<file path="config.mk">
export PLATFORM = sky130hd
export DESIGN_NAME = i2s2_ctrl_flat
export DESIGN_NICKNAME = d
export VERILOG_FILES = /design/src/rtl/i2s2_pkg.sv /design/src/rtl/i2s2_ctrl_if.sv /design/src/rtl/i2s2_clkgen.sv /design/src/rtl/i2s2_ctrl.sv /design/src/flat_wrapper.sv
export SDC_FILE = /design/constraint.sdc
export NUM_CORES = 1
export LEC_CHECK = 0
export CORE_MARGIN = 2
export CORE_UTILIZATION = 55
export DETAILED_ROUTE_END_ITERATION = 7
export PLACE_DENSITY = 0.81
export RECOVER_POWER = 50
export SLEW_MARGIN = 25
export SYNTH_ARGS = -nofsm -noshare
export SYNTH_HDL_FRONTEND = slang
export SYNTH_HIERARCHICAL = 1
export SYNTH_SLANG_ARGS = --single-unit
export TNS_END_PERCENT = 30
</file>
<file path="constraint.sdc">
create_clock -name clk_in -period 3 [get_ports clk_in]
set_input_delay 0.3 -clock clk_in [delete_from_list [all_inputs] [get_ports clk_in]]
set_output_delay 0.3 -clock clk_in [all_outputs]
set_load 0.01 [all_outputs]
</file>
<file path="src/rtl/i2s2_pkg.sv">
// Shared types and constants for the Pmod I2S2 sequencer.
package i2s2_pkg;
    localparam int SAMPLE_W  = 24;
    localparam int SLOT_BITS = 32;

    typedef enum logic [1:0] {OFF, WARMUP, RUN} i2s2_state_t;

    typedef struct packed {
        logic [SAMPLE_W-1:0] left;
        logic [SAMPLE_W-1:0] right;
    } i2s2_frame_t;

    // Slot bits 1..24 carry sample data (MSB in slot 1); the rest are don't-care.
    function automatic logic in_data_slot(input logic [4:0] b);
        return (b >= 5'd1) && (b <= 5'(SAMPLE_W));
    endfunction
endpackage

</file>
<file path="src/rtl/i2s2_ctrl_if.sv">
// Pin and stream bundle of the I2S2 sequencer; master is the sequencer side.
interface i2s2_ctrl_if;
    import i2s2_pkg::*;

    logic                enable_in;
    logic                lin_sdout_in;
    logic                mclk_out;
    logic                sclk_out;
    logic                lrck_out;
    logic                lout_sdin_out;
    logic [SAMPLE_W-1:0] adc_left_out;
    logic [SAMPLE_W-1:0] adc_right_out;
    logic                adc_valid_out;
    logic                adc_ready_in;
    logic                adc_overflow_out;
    logic [SAMPLE_W-1:0] dac_left_in;
    logic [SAMPLE_W-1:0] dac_right_in;
    logic                dac_valid_in;
    logic                dac_ready_out;
    logic                dac_underrun_out;

    modport master (
        input  enable_in, lin_sdout_in, adc_ready_in, dac_left_in, dac_right_in, dac_valid_in,
        output mclk_out, sclk_out, lrck_out, lout_sdin_out, adc_left_out, adc_right_out,
               adc_valid_out, adc_overflow_out, dac_ready_out, dac_underrun_out
    );

    modport slave (
        output enable_in, lin_sdout_in, adc_ready_in, dac_left_in, dac_right_in, dac_valid_in,
        input  mclk_out, sclk_out, lrck_out, lout_sdin_out, adc_left_out, adc_right_out,
               adc_valid_out, adc_overflow_out, dac_ready_out, dac_underrun_out
    );
endinterface

</file>
<file path="src/rtl/i2s2_clkgen.sv">
// Free-running frame counter: codec clocks, SCLK edge strobes, frame wrap and slot index.
module i2s2_clkgen #(
    parameter int M = 1
) (
    input  logic       clk,
    input  logic       rst_n,
    input  logic       run,
    output logic       mclk,
    output logic       sclk,
    output logic       lrck,
    output logic       rise,
    output logic       fall,
    output logic       wrap,
    output logic [4:0] slot
);
    localparam int CW = M + 8;

    logic [CW-1:0] cnt;

    // Count while running; collapse to 0 the cycle after run drops so the pins go quiet.
    always_ff @(posedge clk or negedge rst_n) begin
        if (!rst_n)   cnt <= '0;
        else if (run) cnt <= cnt + CW'(1);
        else          cnt <= '0;
    end

    assign mclk = cnt[M-1];
    assign sclk = cnt[M+1];
    assign lrck = cnt[M+7];
    assign slot = cnt[M+6:M+2];
    assign rise = (cnt[M+1:0] == {1'b1, {(M+1){1'b0}}});
    assign fall = (cnt[M+1:0] == '0);
    assign wrap = &cnt;
endmodule

</file>
<file path="src/rtl/i2s2_ctrl.sv">
// Pmod I2S2 sequencer: warm-up FSM, ADC deserialiser and DAC serialiser.
module i2s2_ctrl
    import i2s2_pkg::*;
#(
    parameter int MCLK_LOG2     = 1,
    parameter int WARMUP_FRAMES = 4
) (
    input  logic        clk_in,
    input  logic        rst_in,
    i2s2_ctrl_if.master io
);
    localparam int WW = (WARMUP_FRAMES > 1) ? $clog2(WARMUP_FRAMES) : 1;

    i2s2_state_t   state_q, state_d;
    logic [WW-1:0] warm_q, warm_d;
    logic          run, rise, fall, wrap, lrck;
    logic [4:0]    slot, bidx;
    logic          data_slot, adc_done, dac_rdy;

    logic [1:0][SAMPLE_W-1:0] adc_sr;   // [0] left, [1] right
    i2s2_frame_t              dac_buf;

    // Dropping enable wins over everything, so the counter is already 0 when OFF is entered.
    assign run = io.enable_in && (state_q != OFF);

    i2s2_clkgen #(.M(MCLK_LOG2)) u_clkgen (
        .clk  (clk_in),
        .rst_n(rst_in),
        .run  (run),
        .mclk (io.mclk_out),
        .sclk (io.sclk_out),
        .lrck (lrck),
        .rise (rise),
        .fall (fall),
        .wrap (wrap),
        .slot (slot)
    );

    assign io.lrck_out = lrck;
    assign data_slot   = in_data_slot(slot);
    assign bidx        = 5'(SAMPLE_W) - slot;
    assign adc_done    = run && (state_q == RUN) && rise && lrck && (slot == 5'(SAMPLE_W));
    assign dac_rdy     = io.enable_in && (state_q == RUN) && wrap;
    assign io.dac_ready_out = dac_rdy;

    // State and warm-up frame count register.
    always_ff @(posedge clk_in or negedge rst_in) begin
        if (!rst_in) begin
            state_q <= OFF;
            warm_q  <= '0;
        end else begin
            state_q <= state_d;
            warm_q  <= warm_d;
        end
    end

    // Next state: leave WARMUP on the wrap that completes the last discarded frame.
    always_comb begin
        state_d = state_q;
        warm_d  = warm_q;
        if (!io.enable_in) begin
            state_d = OFF;
            warm_d  = '0;
        end else begin
            case (state_q)
                OFF:     state_d = WARMUP;
                WARMUP:  if (wrap) begin
                             if (warm_q == WW'(WARMUP_FRAMES - 1)) state_d = RUN;
                             else                                  warm_d  = warm_q + WW'(1);
                         end
                default: ;
            endcase
        end
    end

    // ADC: sample on SCLK rise; the final right bit bypasses the shift register straight to the output.
    always_ff @(posedge clk_in or negedge rst_in) begin
        if (!rst_in) begin
            adc_sr              <= '0;
            io.adc_left_out     <= '0;
            io.adc_right_out    <= '0;
            io.adc_valid_out    <= 1'b0;
            io.adc_overflow_out <= 1'b0;
        end else if (!io.enable_in) begin
            adc_sr              <= '0;
            io.adc_left_out     <= '0;
            io.adc_right_out    <= '0;
            io.adc_valid_out    <= 1'b0;
            io.adc_overflow_out <= 1'b0;
        end else begin
            io.adc_overflow_out <= 1'b0;
            if (run && rise && data_slot) adc_sr[lrck][bidx] <= io.lin_sdout_in;
            if (adc_done) begin
                io.adc_left_out     <= adc_sr[0];
                io.adc_right_out    <= {adc_sr[1][SAMPLE_W-1:1], io.lin_sdout_in};
                io.adc_valid_out    <= 1'b1;
                io.adc_overflow_out <= io.adc_valid_out && !io.adc_ready_in;
            end else if (io.adc_valid_out && io.adc_ready_in) begin
                io.adc_valid_out <= 1'b0;
            end
        end
    end

    // DAC: load a frame (or zeros) at the wrap, shift it out on each SCLK fall of the next frame.
    always_ff @(posedge clk_in or negedge rst_in) begin
        if (!rst_in) begin
            dac_buf             <= '0;
            io.dac_underrun_out <= 1'b0;
            io.lout_sdin_out    <= 1'b0;
        end else if (!io.enable_in) begin
            dac_buf             <= '0;
            io.dac_underrun_out <= 1'b0;
            io.lout_sdin_out    <= 1'b0;
        end else begin
            io.dac_underrun_out <= 1'b0;
            if (wrap) begin
                if (dac_rdy && io.dac_valid_in) begin
                    dac_buf <= '{left: io.dac_left_in, right: io.dac_right_in};
                end else begin
                    dac_buf             <= '0;
                    io.dac_underrun_out <= dac_rdy;
                end
            end
            if (run && fall)
                io.lout_sdin_out <= data_slot ? (lrck ? dac_buf.right[bidx] : dac_buf.left[bidx]) : 1'b0;
        end
    end
endmodule

</file>
<file path="src/flat_wrapper.sv">
// flat-port wrapper written by rule: the top's interface ports become plain ports
module i2s2_ctrl_flat import i2s2_pkg::*;
#(
    parameter int MCLK_LOG2     = 1,
    parameter int WARMUP_FRAMES = 4
)
  (clk_in, rst_in, io_enable_in, io_lin_sdout_in, io_adc_ready_in, io_dac_left_in, io_dac_right_in, io_dac_valid_in, io_mclk_out, io_sclk_out, io_lrck_out, io_lout_sdin_out, io_adc_left_out, io_adc_right_out, io_adc_valid_out, io_adc_overflow_out, io_dac_ready_out, io_dac_underrun_out);
  i2s2_ctrl_if io_i ();
  input  logic clk_in;
  input  logic rst_in;
  input wire logic [$bits(io_i.enable_in)-1:0] io_enable_in;
  input wire logic [$bits(io_i.lin_sdout_in)-1:0] io_lin_sdout_in;
  input wire logic [$bits(io_i.adc_ready_in)-1:0] io_adc_ready_in;
  input wire logic [$bits(io_i.dac_left_in)-1:0] io_dac_left_in;
  input wire logic [$bits(io_i.dac_right_in)-1:0] io_dac_right_in;
  input wire logic [$bits(io_i.dac_valid_in)-1:0] io_dac_valid_in;
  output wire logic [$bits(io_i.mclk_out)-1:0] io_mclk_out;
  output wire logic [$bits(io_i.sclk_out)-1:0] io_sclk_out;
  output wire logic [$bits(io_i.lrck_out)-1:0] io_lrck_out;
  output wire logic [$bits(io_i.lout_sdin_out)-1:0] io_lout_sdin_out;
  output wire logic [$bits(io_i.adc_left_out)-1:0] io_adc_left_out;
  output wire logic [$bits(io_i.adc_right_out)-1:0] io_adc_right_out;
  output wire logic [$bits(io_i.adc_valid_out)-1:0] io_adc_valid_out;
  output wire logic [$bits(io_i.adc_overflow_out)-1:0] io_adc_overflow_out;
  output wire logic [$bits(io_i.dac_ready_out)-1:0] io_dac_ready_out;
  output wire logic [$bits(io_i.dac_underrun_out)-1:0] io_dac_underrun_out;
  assign io_i.enable_in = io_enable_in;
  assign io_i.lin_sdout_in = io_lin_sdout_in;
  assign io_i.adc_ready_in = io_adc_ready_in;
  assign io_i.dac_left_in = io_dac_left_in;
  assign io_i.dac_right_in = io_dac_right_in;
  assign io_i.dac_valid_in = io_dac_valid_in;
  assign io_mclk_out = io_i.mclk_out;
  assign io_sclk_out = io_i.sclk_out;
  assign io_lrck_out = io_i.lrck_out;
  assign io_lout_sdin_out = io_i.lout_sdin_out;
  assign io_adc_left_out = io_i.adc_left_out;
  assign io_adc_right_out = io_i.adc_right_out;
  assign io_adc_valid_out = io_i.adc_valid_out;
  assign io_adc_overflow_out = io_i.adc_overflow_out;
  assign io_dac_ready_out = io_i.dac_ready_out;
  assign io_dac_underrun_out = io_i.dac_underrun_out;
  i2s2_ctrl #(.MCLK_LOG2(MCLK_LOG2), .WARMUP_FRAMES(WARMUP_FRAMES)) u_core (.clk_in(clk_in), .rst_in(rst_in), .io(io_i));
endmodule
</file>
## After elaboration in Yosys (flattened, before gate mapping)

Cells that the tools add are included.

- Register bits: 161
- Word-level logic and storage cells: 99

- $lt $le $gt $ge: 6
- Muxes and demuxes: 39
- Reduce and logical (&&, ||, !) cells: 23
- Equality and inequality tests: 15
- Add/subtract/negate cells: 3

Operators by type and width:

| kind | number |
|---|---|
| 48-bit two-way mux | 5 |
| 24-bit two-way mux | 5 |
| 48-bit bitwise mux | 1 |
| 24-bit demux with 1-bit select | 1 |
| 1-bit logical AND | 16 |
| 1-bit two-way mux | 15 |
| 2-bit two-way mux | 7 |
| 1-bit binary-select mux with 5-bit select | 2 |
| 5-bit by 1-bit >= comparator with 1-bit output (second input constant) | 2 |
| 2-bit by 1-bit != test with 1-bit output (second input constant) | 5 |
| 9-bit by 1-bit adder with 9-bit output (second input constant) | 1 |
| 9-bit two-way mux | 1 |
| 9-bit AND reduction | 1 |
| 5-bit by 6-bit < comparator with 1-bit output (second input constant) | 1 |
| 3-bit by 1-bit != test with 1-bit output (second input constant) | 2 |
| 3-bit by 2-bit != test with 1-bit output (second input constant) | 2 |
| 3-bit AND reduction | 2 |
| 1-bit demux with 5-bit select | 1 |
| 5-bit == test (second input constant) | 1 |
| 5-bit <= comparator (second input constant) | 1 |
| 5-bit subtractor (first input constant) | 1 |
| 2-bit == test (second input constant) | 2 |
| 2-bit one-hot mux with 2 select lines | 1 |
| 3-bit == test (second input constant) | 1 |
| other kinds (9) | 9 |

## Longest topological paths before layout

- Depth in word-level cells: 10
- Mapped depth: 11
- Depth with buffers taken out: 9

## By module

Netlist, hierarchy kept.

Modules (own cells, without submodules):

| module | times used | seq. area each (um^2) | area each (um^2) | cells an instance |
|---|---|---|---|---|
| i2s2_ctrl | 1 | 3778.6 | 6982.9 | 635 |
| i2s2_clkgen | 1 | 225.2 | 494.2 | 47 |

## Worst setup path before layout

Ideal clock, no wire load.

- Path kind: register -> register
- Start: register u_core.u_clkgen.cnt[3]
- End: register u_core.io.lout_sdin_out
- Stages on the path, launching flop included: 9
- Setup slack: 0.578 ns
- Buffers on the path: 2
- Arrival: 2.286 ns
- Path through: dfrtp_1 > buf_4 > inv_1 > ha_1 > buf_2 > mux4_1 > a211o_1 > a2111oi_1 > nor3_1

- Word-level cells in the longest chain between the ends: 7

Ends and longest elaborated chain:

| what | line | RTL |
|---|---|---|
| start, declared | i2s2_clkgen.sv:18 | `logic [CW-1:0] cnt;` |
| start signal, assigned | i2s2_clkgen.sv:23 | `else if (run) cnt <= cnt + CW'(1);` |
| 5-bit subtractor | i2s2_ctrl.sv:41 | `assign bidx = 5'(SAMPLE_W) - slot;` |
| 1-bit binary-select mux with 5-bit select | i2s2_ctrl.sv:125 | `io.lout_sdin_out <= data_slot ? (lrck ? dac_buf.right[bidx] : dac_buf.left[bidx]) : 1'b0;` |
| 1-bit two-way mux (not written as such) | i2s2_ctrl.sv:125 |  |
| 1-bit two-way mux | i2s2_ctrl.sv:125 |  |
| 1-bit two-way mux * | i2s2_ctrl.sv:125 |  |
| 1-bit two-way mux * | i2s2_ctrl.sv:124 | `if (run && fall)` |
| 1-bit two-way mux * | i2s2_ctrl.sv:110 | `end else if (!io.enable_in) begin` |
| end signal, assigned | i2s2_ctrl.sv:125 |  |
| end, declared | i2s2_ctrl_if.sv:24 | `output mclk_out, sclk_out, lrck_out, lout_sdin_out, adc_left_out, adc_right_out,` |

Mark *: on every way between the ends. The rest lies on a longest branch, timed or not. The select of a mux whose other input is x is not followed.
A chain may end at the register's enable or synchronous reset.

## Worst setup path in the final report

- Start: register u_core.u_clkgen.cnt[0]
- End: output port io_dac_ready_out

- Word-level cells in the longest chain between the ends: 2

Ends and longest elaborated chain:

| what | line | RTL |
|---|---|---|
| 9-bit AND reduction | i2s2_clkgen.sv:33 | `assign wrap = &cnt;` |
| via u_core.wrap | i2s2_ctrl.sv:16 | `logic run, rise, fall, wrap, lrck;` |
| 1-bit logical AND | i2s2_ctrl.sv:43 | `assign dac_rdy = io.enable_in && (state_q == RUN) && wrap;` |
| end, declared | flat_wrapper.sv:25 | `output wire logic [$bits(io_i.dac_ready_out)-1:0] io_dac_ready_out;` |

The timed path passes the listed nets, and every way through them passes these cells.

==> out/results.txt <==
peak supply drop = 0.329 mV
first-pass GRT wire length = 28000 um
chip height = 121 um
Routed WL = 16600 um
Synth Flop Type = dfrtp_1
R2R Path Start = u_core/u_clkgen/cnt[3]
proportion of layout cells with a drive suffix above 1 = 0.127
Residual DRC = 0
Area Growth Syn to Fin = 24.1%
Register Area = 4000 um^2
RSZ-0062 raised after global routing = no
Reg2Reg Setup Slack = 420 ps
Rel. slew slack = -0.246
Worst Skew = 5.18 ps
Crit. End Element = output pin
setup violators final = 0
Tcrit/Tclk final = 0.949
Psw = 0.000935 W
CTS tree = built
die width = 121 um
clock sinks = 160
Worst setup endpoint = io_dac_ready_out
top cells by count, synth = dfrtp_1, nand2_1, nor2_1
worst path arrival time = 2550 ps
drt initial violations = 419
GRT Util Overall = 0.246
# IOs = 110
row count = 42
initial antenna violation count = 0
Layout Cells excl Fill = 963
YS warnings = 6
Placed Cells = 930
Vias = 5475
Max Cap Violations = 1
Mean Syn Cell Area = 11.0 um^2
CP Max Fanout = 5
FMAX = 0.351 GHz
Worst Tran Pin Value = 1870 ps
Reg2Reg Depth = 9
Clock Latency Late Sink = 420 ps
core footprint = 13200 um^2
Pins Over Slew Limit = 77
WHS = 196 ps
# Post-CTS Setup Buffers = 0
post-synthesis sequential area ratio = 0.535
remaining antenna violation count = 0
Tmin final = 2850 ps
DR vias/cell = 5.69
Hold Crit Class = input port to flip-flop
crit path kind = flip-flop to output pin
Multi-input gate area = 3160 um^2
post-synthesis cell area = 7480 um^2
number of synthesized flops with an enable pin = 0
Mapped Cells = 682
HPWL after DPL = 11300 um
syn nets = 745
area leader, netlist = dfrtp_1
outcome = finished with violations
wire length per cell = 17.3 um
RR Endpoint = u_core/adc_sr[8]
PortBufs = 109
most numerous cell in the Yosys netlist = dfrtp_1
Worst setup SP type = flip-flop
Logic pwr share = 0.039
DRT Pass-1 Iters = 5
# H-tree levels = 4
number of fill cells = 941
nets = 837
Final Hold Fails = 0
Setup WS pre-CTS = 441 ps
failing checks = capacitance limit, slew limit
P_leak = 4.33 nW
critical-path cell list = ha_2 > nand3_1 > nor2_1 > ha_1 > inv_1 > nor3_2 > clkdlybuf4s50_1
sw frac = 0.204
largest net degree at the start of global routing = 78
CTS root buffer = clkbuf_16
Yosys reg bits = 160
CP max-delay cell = clkdlybuf4s50_1
gr ovfl total = 0
GP Congestion = 0.853
Clk pwr share = 0.489
CTS buffer count = 17
post-route setup TNS = 0 ps
register share of total power = 0.472
clk buf depth = 2
Initial Util = 0.565
Int Power = 0.00365 W
die area = 14500 um^2
worst stage delay on the critical path = 600 ps
n_diodes = 0
asr flop ratio synth = 1.00
Worst Setup SP = u_core/u_clkgen/cnt[0]
pwr dens = 494 nW/um^2
Cell variety after synth = 56
vias in the first global route = 5480
Synth area leaders = dfrtp_1, mux2i_1, a22o_1
CP required = 2700 ps
final setup margin = 152 ps
share of the synthesized area in the top cell type = 0.535
Worst-path clk slew = 60 ps
[power groups by stage]
stage	clock [W]	combinational [W]	sequential, W
floorplan	0	0.0000462	0.00220
CTS	0.00228	0.000183	0.00216
global route	0.00237	0.000197	0.00216
global placement	0	0.000176	0.00220
finish	0.00225	0.000178	0.00216
detailed placement	0	0.000181	0.00220
[metrics by stage]
stage / total power [W] / util / area [um^2]
CTS: 0.00462 / 0.701 / 9290
detailed placement: 0.00238 / 0.653 / 8640
global route: 0.00473 / 0.701 / 9280
floorplan: 0.00225 / - / 7480
finish: 0.00459 / 0.701 / 9280
global placement: 0.00238 / 0.653 / 8640
[per-layer routing]
metal	routed length [um]	vias to the layer above	global-route usage
met4	280	0	0.0843
met5	0	-	0
met3	1010	19	0.0571
li1	-	2552	-
met2	8400	181	0.404
met1	6940	2723	0.325
[worst min path at each step]
| stage | cells after the start | slack [ps] | startpoint | endpoint |
|---|---|---|---|---|
| 2_1_floorplan | 0 | 4 | rst_in | u_core/adc_sr[0] |
| 3_3_place_gp | 1 | 360 | rst_in | u_core/io.adc_right_out[13] |
| 3_5_place_dp | 1 | 370 | rst_in | u_core/io.adc_right_out[10] |
| 4_1_cts | 2 | 180 | io_enable_in | u_core/state_q[0] |
| 5_1_grt | 2 | 190 | io_enable_in | u_core/state_q[0] |
| 6_report | 2 | 200 | io_enable_in | u_core/state_q[0] |
[flip-flops by register name, indices dropped and copies added, names as in the netlist]
register	cells
u_core/io.adc_valid_out	1
u_core/io.dac_underrun_out	1
u_core/io.adc_right_out	24
u_core/adc_sr	47
u_core/io.adc_overflow_out	1
u_core/state_q	2
u_core/u_clkgen/cnt	9
u_core/io.adc_left_out	24
u_core/warm_q	2
u_core/dac_buf	48
u_core/io.lout_sdin_out	1
[critical path, delay by kind of cell, from the launching register on]
kind	cells	cell delay [ps]
buffers and inverters	2	700
adder cells (fa/ha/maj)	2	510
flip-flops	1	460
AND/OR/NAND/NOR	3	460
[cell type report]
class	instances	share of cell area
sequential	160	0.431
inverter	9	0.00364
clock inverter	9	0.0139
multi-input combinational	458	0.340
clock buffer	23	0.0537
timing repair buffer	128	0.133
tap	176	0.0237
[what timing repair did]
item / CTS / global route
endpoints found under the hold margin: 75 / 0
hold buffers: 1 / 0
endpoints found under the setup margin: 1 / 1
gates resized for setup: 1 / 1
[cell usage in the layout, fill, tap and decap left out, types with 11 or more instances in the layout]
cell type and count:
dfrtp_1 160, nand3_2 11, a22o_1 49, mux4_2 11, o21ai_1 20, clkbuf_16 17, clkdlybuf4s50_1 88, nor2_1 54
nand2_1 103, o21ai_0 35, dlygate4sd3_1 20, mux2i_1 50, buf_4 16, nand3_1 43
[logic make-up (layout without fill, tap and decap cells)]
family,after synthesis,after routing,synth area share
adder cells (fa/ha/maj),9,9,0.0151
buffers and inverters,64,169,0.0435
flip-flops,160,160,0.535
AND/OR/NAND/NOR,257,257,0.173
AO/OA/AOI/OAI,124,124,0.119
XOR/XNOR,6,6,0.00954
multiplexers,62,62,0.104
Power figures use the tool's default switching activity.
